<file path="config.mk">
export PLATFORM = sky130hd
export DESIGN_NAME = fir_mac_scheduler
export DESIGN_NICKNAME = d
export VERILOG_FILES = /design/src/rtl/fir_mac_scheduler_pkg.sv /design/src/rtl/fir_mac_scheduler_valid_delay.sv /design/src/rtl/fir_mac_scheduler.sv
export SDC_FILE = /design/constraint.sdc
export NUM_CORES = 1
export LEC_CHECK = 0
export BUFFER_PORTS_ARGS = -buffer_cell sky130_fd_sc_hd__buf_2
export CORE_ASPECT_RATIO = 1.2
export CORE_MARGIN = 5
export CORE_UTILIZATION = 40
export DETAILED_ROUTE_END_ITERATION = 12
export HOLD_SLACK_MARGIN = 0.03
export PLACE_DENSITY = 0.65
export SLEW_MARGIN = 20
export SYNTH_ARGS = -nofsm -noshare
export SYNTH_HDL_FRONTEND = slang
export SYNTH_SLANG_ARGS = --single-unit
</file>
<file path="constraint.sdc">
create_clock -name clk -period 1.9 [get_ports clk]
set_input_delay 0.19 -clock clk [delete_from_list [all_inputs] [get_ports clk]]
set_output_delay 0.19 -clock clk [all_outputs]
set_load 0.01 [all_outputs]
</file>
<file path="src/rtl/fir_mac_scheduler_pkg.sv">
// fir_sched_pkg: shared types and defaults for the FIR MAC scheduler.
//   sched_state_e : sequencer state (IDLE, WRITE, RUN)
//   *_DEF         : default channel count, tap count and MAC latency
//   idx_width()   : index width for a count, never narrower than one bit
package fir_sched_pkg;

  typedef enum logic [1:0] {
    IDLE  = 2'd0,
    WRITE = 2'd1,
    RUN   = 2'd2
  } sched_state_e;

  localparam int NUM_CH_DEF   = 20;
  localparam int NUM_TAPS_DEF = 32;
  localparam int MAC_LAT_DEF  = 2;

  function automatic int idx_width(input int n);
    return (n <= 1) ? 1 : $clog2(n);
  endfunction

endpackage

</file>
<file path="src/rtl/fir_mac_scheduler_valid_delay.sv">
// sched_valid_delay: MAC_LAT-stage shift register carrying {valid, channel}
// so the result tag lines up with the shared MAC's output.
//   clk, rst   : clock, synchronous active-high clear of every stage
//   tap_last   : current cycle is a channel's final accumulate
//   tap_ch     : channel being accumulated
//   res_valid  : delayed tap_last (MAC output holds a finished result)
//   res_ch     : delayed channel tag
module sched_valid_delay #(
  parameter int MAC_LAT = 2,
  parameter int CH_W    = 5
) (
  input  logic            clk,
  input  logic            rst,
  input  logic            tap_last,
  input  logic [CH_W-1:0] tap_ch,
  output logic            res_valid,
  output logic [CH_W-1:0] res_ch
);

  logic            vld_p [MAC_LAT];
  logic [CH_W-1:0] ch_p  [MAC_LAT];

  always_ff @(posedge clk) begin
    if (rst) begin
      for (int i = 0; i < MAC_LAT; i++) begin
        vld_p[i] <= 1'b0;
        ch_p[i]  <= '0;
      end
    end else begin
      vld_p[0] <= tap_last;
      ch_p[0]  <= tap_ch;
      for (int i = 1; i < MAC_LAT; i++) begin
        vld_p[i] <= vld_p[i-1];
        ch_p[i]  <= ch_p[i-1];
      end
    end
  end

  assign res_valid = vld_p[MAC_LAT-1];
  assign res_ch    = ch_p[MAC_LAT-1];

endmodule

</file>
<file path="src/rtl/fir_mac_scheduler.sv">
// fir_mac_scheduler: time-multiplexes one shared MAC across NUM_CH channels.
// Each accepted sample strobe runs a frame: per channel one WRITE cycle
// (new sample into history RAM) followed by NUM_TAPS RUN cycles.
//   clk, rst     : clock, synchronous active-high reset
//   enable       : allows new frames to start
//   sample_stb   : new sample available for all channels
//   overrun_clr  : clears the sticky overrun flag
//   busy         : frame in progress
//   ch_idx       : channel being sequenced (RAM bank select)
//   wr_en/wr_ptr : history write strobe and circular write pointer
//   hist_ptr     : history read address (wr_ptr - tap_idx mod NUM_TAPS)
//   tap_idx      : coefficient ROM address
//   mac_clr/en   : MAC load-product / active controls
//   res_valid/ch : finished result and its channel tag
//   frame_done   : result of the last channel
//   overrun      : sticky, strobe arrived while busy
module fir_mac_scheduler
  import fir_sched_pkg::*;
#(
  parameter int NUM_CH   = NUM_CH_DEF,
  parameter int NUM_TAPS = NUM_TAPS_DEF,
  parameter int MAC_LAT  = MAC_LAT_DEF,
  localparam int CH_W    = idx_width(NUM_CH),
  localparam int TAP_W   = idx_width(NUM_TAPS)
) (
  input  logic             clk,
  input  logic             rst,
  input  logic             enable,
  input  logic             sample_stb,
  input  logic             overrun_clr,
  output logic             busy,
  output logic [CH_W-1:0]  ch_idx,
  output logic             wr_en,
  output logic [TAP_W-1:0] wr_ptr,
  output logic [TAP_W-1:0] hist_ptr,
  output logic [TAP_W-1:0] tap_idx,
  output logic             mac_clr,
  output logic             mac_en,
  output logic             res_valid,
  output logic [CH_W-1:0]  res_ch,
  output logic             frame_done,
  output logic             overrun
);

  localparam logic [TAP_W-1:0] LAST_TAP = TAP_W'(NUM_TAPS - 1);
  localparam logic [CH_W-1:0]  LAST_CH  = CH_W'(NUM_CH - 1);

  sched_state_e state;
  logic         tap_last;

  // Modulo subtraction that also holds when NUM_TAPS is not a power of two.
  function automatic logic [TAP_W-1:0] hist_addr(input logic [TAP_W-1:0] w,
                                                 input logic [TAP_W-1:0] t);
    if (w >= t) return w - t;
    return TAP_W'(NUM_TAPS - int'(t) + int'(w));
  endfunction

  // Sequencer state and counters
  always_ff @(posedge clk) begin
    if (rst) begin
      state   <= IDLE;
      ch_idx  <= '0;
      tap_idx <= '0;
      wr_ptr  <= '0;
      overrun <= 1'b0;
    end else begin
      // A strobe during a frame is dropped; setting beats clearing.
      if (sample_stb && (state != IDLE)) overrun <= 1'b1;
      else if (overrun_clr)               overrun <= 1'b0;

      case (state)
        IDLE: begin
          if (sample_stb && enable) begin
            state   <= WRITE;
            ch_idx  <= '0;
            tap_idx <= '0;
          end
        end
        WRITE: begin
          state   <= RUN;
          tap_idx <= '0;
        end
        RUN: begin
          if (tap_idx == LAST_TAP) begin
            tap_idx <= '0;
            if (ch_idx == LAST_CH) begin
              // All channels share one pointer, so it advances once per frame.
              ch_idx <= '0;
              wr_ptr <= (wr_ptr == LAST_TAP) ? '0 : wr_ptr + 1'b1;
              state  <= IDLE;
            end else begin
              ch_idx <= ch_idx + 1'b1;
              state  <= WRITE;
            end
          end else begin
            tap_idx <= tap_idx + 1'b1;
          end
        end
        default: state <= IDLE;
      endcase
    end
  end

  assign busy     = (state != IDLE);
  assign wr_en    = (state == WRITE);
  assign mac_en   = (state == RUN);
  assign mac_clr  = (state == RUN) && (tap_idx == '0);
  assign hist_ptr = hist_addr(wr_ptr, tap_idx);
  assign tap_last = (state == RUN) && (tap_idx == LAST_TAP);

  // Result tag pipeline matching the MAC latency
  sched_valid_delay #(
    .MAC_LAT (MAC_LAT),
    .CH_W    (CH_W)
  ) u_valid_delay (
    .clk       (clk),
    .rst       (rst),
    .tap_last  (tap_last),
    .tap_ch    (ch_idx),
    .res_valid (res_valid),
    .res_ch    (res_ch)
  );

  assign frame_done = res_valid && (res_ch == LAST_CH);

endmodule
</file>
# Word-level counts from Yosys, hierarchy flattened
# Memory sizes are Yosys's and may differ from the RTL's.
# Cells that the tools add are included.
# totals
regBits	18
latchBits	0
ramBits	12
romBits	0
input_bits	5
out_inout_bits	32
word_cells	64
n_memories	2
# memory_table
memory	words	word_bits	rd	rd_clocked_by_memory_dff	wr	line_no	source
u_valid_delay.ch_p	2	5	2	0	2	fir_mac_scheduler_valid_delay.sv:21	logic [CH_W-1:0] ch_p [MAC_LAT];
u_valid_delay.vld_p	2	1	2	0	2	fir_mac_scheduler_valid_delay.sv:20	logic vld_p [MAC_LAT];
# classes
addsub	6
n_mul	0
div_mod_pow	0
n_lt_le_gt_ge	1
eq_ne	8
shift	0
n_mux	23
bitwise	4
n_reduce_logical	15
# ops
operator	n
5-bit two-way mux	9
5-bit equality test, second input constant	4
5-bit by 1-bit adder with 5-bit output, second input constant	3
5-bit case mux with 3 select lines	1
5-bit case mux with 2 select lines	1
1-bit two-way mux	9
2-bit case mux with 3 select lines	1
3-bit AND reduction	2
2-bit nonzero test	3
5-bit adder	1
5-bit >= comparator	1
1-bit logical AND	5
5-bit logical NOT	1
1-bit by 5-bit subtractor with 5-bit output, first input constant	1
5-bit subtractor	1
2-bit two-way mux	2
1-bit OR	4
2-bit AND reduction	2
3-bit nonzero test	1
2-bit by 1-bit equality test with 1-bit output, second input constant	1
2-bit equality test, second input constant	1
2-bit logical NOT	1
2-bit by 1-bit != test with 1-bit output, second input constant	1
2-bit != test, second input constant	1

# Longest topological paths before layout
# logic_depth
word_depth	4
mapped_depth	7
depth_no_buf	7

# Hierarchy
# From an unflattened synthesis, not the netlist that was laid out.
# unflattened
cells_unflattened	161
area_unflattened_um2	1516.5
# by_module_without_submodules
module	instances	cells_per_inst	area_per_inst_um2	seq_area_each_um2
fir_mac_scheduler	1	131	1112.3	360.3
sched_valid_delay	1	30	404.1	240.2

# Worst setup path after synthesis
# OpenSTA, ideal clock, no wires.
# synth_timing
kind	reg-to-reg
start	register tap_idx[0]
end	register tap_idx[2]
setup_ns	0.086
arrival_time_ns	1.812
required_time_ns	1.814
path_slack_ns	0.002
path_stages_with_launch	8
path_buffers	0
period_less_slack_ns	1.898
cell_sequence	dfxtp_1 -> ha_1 -> and3_1 -> ha_1 -> or3b_2 -> nor2_1 -> nor2_1 -> a211oi_1
# synth_via
elab_chain_len	3
word_cells_on_any_way	4
classes_between	add/sub (1); eq/ne (1); mux (2)
# synth_rtl
element	line_no	source
start: declaration	fir_mac_scheduler.sv:36	output logic [TAP_W-1:0] tap_idx,
start signal: assignment	fir_mac_scheduler.sv:96	tap_idx <= tap_idx + 1'b1;
5-bit by 1-bit adder with 5-bit output or 5-bit equality test (tied branches)	fir_mac_scheduler.sv:96, fir_mac_scheduler.sv:84	
5-bit two-way mux *	fir_mac_scheduler.sv:84	if (tap_idx == LAST_TAP) begin
5-bit case mux with 3 select lines *	fir_mac_scheduler.sv:71	case (state)
# Mark *: on every way between the ends. The rest lies on a longest branch, timed or not.
# A chain may end at the register's enable or synchronous reset.

# Final worst setup path
# layout_timing
start	register tap_idx[0]
end	output port hist_ptr[4]
# layout_via
elab_chain_len	3
word_cells_on_any_way	7
classes_between	add/sub (3); order compare (1); mux (3)
# layout_rtl
element	line_no	source
1-bit by 5-bit subtractor with 5-bit output (tied with other cells)	fir_mac_scheduler.sv:55	return TAP_W'(NUM_TAPS - int'(t) + int'(w));
5-bit adder (tied with other cells)	fir_mac_scheduler.sv:55	
5-bit two-way mux *	fir_mac_scheduler.sv:55	
end: declaration	fir_mac_scheduler.sv:35	output logic [TAP_W-1:0] hist_ptr,
# Mark *: on every way between the ends. The rest lies on a longest branch, timed or not. The select of a mux whose other input is x is not followed.

==> flow_metrics.env <==
export IMPL_initial_core_util_pct=40.5
export IMPL_synth_edf_count=0
export IMPL_min_period_ns=1.88
export IMPL_io_pins=37
export IMPL_place_area_um2=1680
export IMPL_vias=1254
export IMPL_initialDrtViolationCount=29
export IMPL_io_buffers=36
export IMPL_synth_seq_area_share_pct=41.5
export IMPL_rsz0062_at_grt="true"
export IMPL_core_area_um2=3570
export IMPL_drive_gt1_share_pct=32.7
export IMPL_end_kind="primary output"
export IMPL_max_slew_margin_pct=74.6
export IMPL_synthTopCellsByCount="dfxtp_1, nor2_1, nor2b_1, a21oi_1, inv_1"
export IMPL_clk_path_buf_depth=2
export IMPL_drtAntennaViolNets=0
export IMPL_arrival_ns=1.69
export IMPL_start_kind="register"
export IMPL_crit_required_ns=1.71
export IMPL_power_density_nw_per_um2=676
export IMPL_slew_violations=0
export IMPL_cp_max_fo=2
export IMPL_path_cells="buf_6, ha_4, fa_2, inv_2, a21o_1, a21oi_2, xnor2_1, buf_2"
export IMPL_leakage_nw=0.865
export IMPL_synth_top_area_share_pct=41.5
export IMPL_die_w_um=64.9
export IMPL_insertion_delay_ns=0.28
export IMPL_fmax_mhz=533
export IMPL_finalSetupViolCount=0
export IMPL_min_path_type="in2reg"
export IMPL_overflow=0
export IMPL_ys_warn_count=0
export IMPL_tightestPinTransition_ns=0.379
export IMPL_post_route_drc_count=0
export IMPL_avgSynthCellArea_um2=8.94
export IMPL_drt_wl_total_um=2980
export IMPL_ys_async_sr_fraction_pct=0
export IMPL_seqCellArea_um2=604
export IMPL_synth_cell_types=38
export IMPL_grt_usage_pct=13.1
export IMPL_grt_pass1_vias=1178
export IMPL_syn_nets=178
export IMPL_syn_area_um2=1450
export IMPL_status="completed"
export IMPL_n_fill_cell=336
export IMPL_rows=24
export IMPL_crit_path_max_incr_delay_ns=0.34
export IMPL_critPathKind="reg2out"
export IMPL_cpMaxStageDelayCell="fa_2"
export IMPL_dp_cells=236
export IMPL_grt_pass1_wl_um=5120
export IMPL_finalNonFillerCells=247
export IMPL_max_cap_violations=0
export IMPL_syn_inst=162
export IMPL_cts_num_sinks=30
export IMPL_synth_most_common_cell="dfxtp_1"
export IMPL_routabilityCongestion=0.780
export IMPL_synth_area_top_cells="dfxtp_1, ha_1, nor2b_1, nor2_1, a21oi_1"
export IMPL_ir_worst_vdd_v=0.000338
export IMPL_antenna_found_initial=0
export IMPL_path_clk_slew_ns=0.06
export IMPL_cts_hold_buffers=0
export IMPL_cts_tree="built"
export IMPL_drtPass1Iterations=4
export IMPL_design_area_um2=1830
export IMPL_synth_top_area_cell="dfxtp_1"
export IMPL_final_hold_violation_count=0
export IMPL_hpwlAfterDp_um=2200
export IMPL_multi_input_area_um2=769
export IMPL_power_total_w=0.00124
export IMPL_layout_nets=223
export IMPL_synth_seq_cells=30
export IMPL_htreeDepth=2
export IMPL_clock_skew_ns=0.00522
export IMPL_avgRoutedWirePerCell_um=12.1
export IMPL_clockRootBuffer="clkbuf_8"
export IMPL_n_antenna_cell=0
export IMPL_period_share_pct=98.7
export IMPL_fp_dieH_um=75.9
export IMPL_cts_buffers=5
export IMPL_path_delay_family="adder cells"
export IMPL_area_delta_synth_final_pct=26.6
export IMPL_avgViaCountPerCell=5.08
export IMPL_worst_path_buf_inv=3
export IMPL_grt_max_degree=19
export IMPL_ys_flop_type="dfxtp_1"
export IMPL_die_area_um2=4930
-- area by class of cell --
| class | instances | area share [%] |
|---|---|---|
| multi-input cells | 110 | 42.0 |
| flip-flops and latches | 30 | 33.0 |
| repair buffers | 48 | 14.9 |
| clock buffers | 7 | 4.71 |
| well taps | 39 | 2.66 |
| inverters | 12 | 2.46 |
| clock inverters | 1 | 0.273 |
-- power by group --
group	switching [W]	total [W]	leakage, nW	internal, W
logic	0.0000479	0.0000873	0.573	0.0000394
clock network	0.000223	0.000515	0.0482	0.000291
registers	0.00000419	0.000637	0.243	0.000633
-- tightest hold or removal path: stages --
cell     delay [ns]
buf_2          0.10
a21oi_1        0.05
nor2_1         0.07
-- cell usage in the layout, fill, tap and decap left out, types with 2 or more instances in the layout --
master / n
a211oi_1: 2
a21o_1: 2
a21oi_1: 10
a21oi_2: 2
a22o_1: 2
a22oi_1: 3
and3_1: 3
buf_2: 36
buf_4: 11
clkbuf_8: 6
dfxtp_1: 27
dfxtp_2: 3
ha_1: 8
inv_1: 11
mux2i_1: 2
nand2_1: 6
nand3_1: 3
nor2_1: 20
nor2b_1: 14
o21ai_0: 6
or3_1: 2
xnor2_1: 4
-- registers in the layout (all words and copies together) (netlist names) --
register,cells
ch_idx,5
overrun,1
state,2
tap_idx,5
u_valid_delay.ch_p,10
u_valid_delay.vld_p,2
wr_ptr,5
-- metrics by stage --
| stage | setup WS, ns | utilization [%] | hold WS (ns) | setup TNS (ns) |
|---|---|---|---|---|
| floorplan | 0.00234 | - | 0.273 | 0 |
| global placement | 0.0737 | 47.1 | 0.418 | 0 |
| detailed placement | 0.00632 | 47.1 | 0.422 | 0 |
| CTS | -0.0218 | 50.9 | 0.167 | -0.0218 |
| global route | -0.105 | 51.3 | 0.216 | -0.190 |
| finish | 0.0239 | 51.3 | 0.173 | 0 |
-- timing repair --
action / 4_1_cts / 5_1_grt
setup buffers: 2 / 1
pin swaps: 4 / 3
gates resized for setup: 8 / 4
setup endpoints to repair: 2 / 3
-- cells by family (layout without fill, tap and decap cells) --
kind of cell | Yosys count | count (layout) | synth area share (%)
buf+inv | 22 | 68 | 7.26
compound gates | 31 | 31 | 13.0
fa+ha+maj | 11 | 11 | 10.0
xor+xnor | 4 | 4 | 2.42
simple gates | 62 | 62 | 24.5
mux | 2 | 2 | 1.38
flops | 30 | 30 | 41.5
-- path summary, 6_finish.rpt --
path	startpoint	to	slack [ns]	cells past startpoint
worst min register to register	u_valid_delay.ch_p[0][1]	u_valid_delay.ch_p[0][6]	0.43	1
worst max-delay path	tap_idx[0]	hist_ptr[4]	0.02	8
worst max register to register	ch_idx[1]	wr_ptr[2]	0.14	5
worst min-delay path	sample_stb	overrun	0.17	3
-- metal layers --
metal	share of wire (%)	track usage, %	wire, um	vias up
met3	6.3	4.88	188	6
met4	1.4	4.86	42	0
met5	0	0	0	-
met1	46	17.0	1370	573
met2	46	19.4	1380	39
li1	-	-	-	636
(Power assumes the default switching activity.)
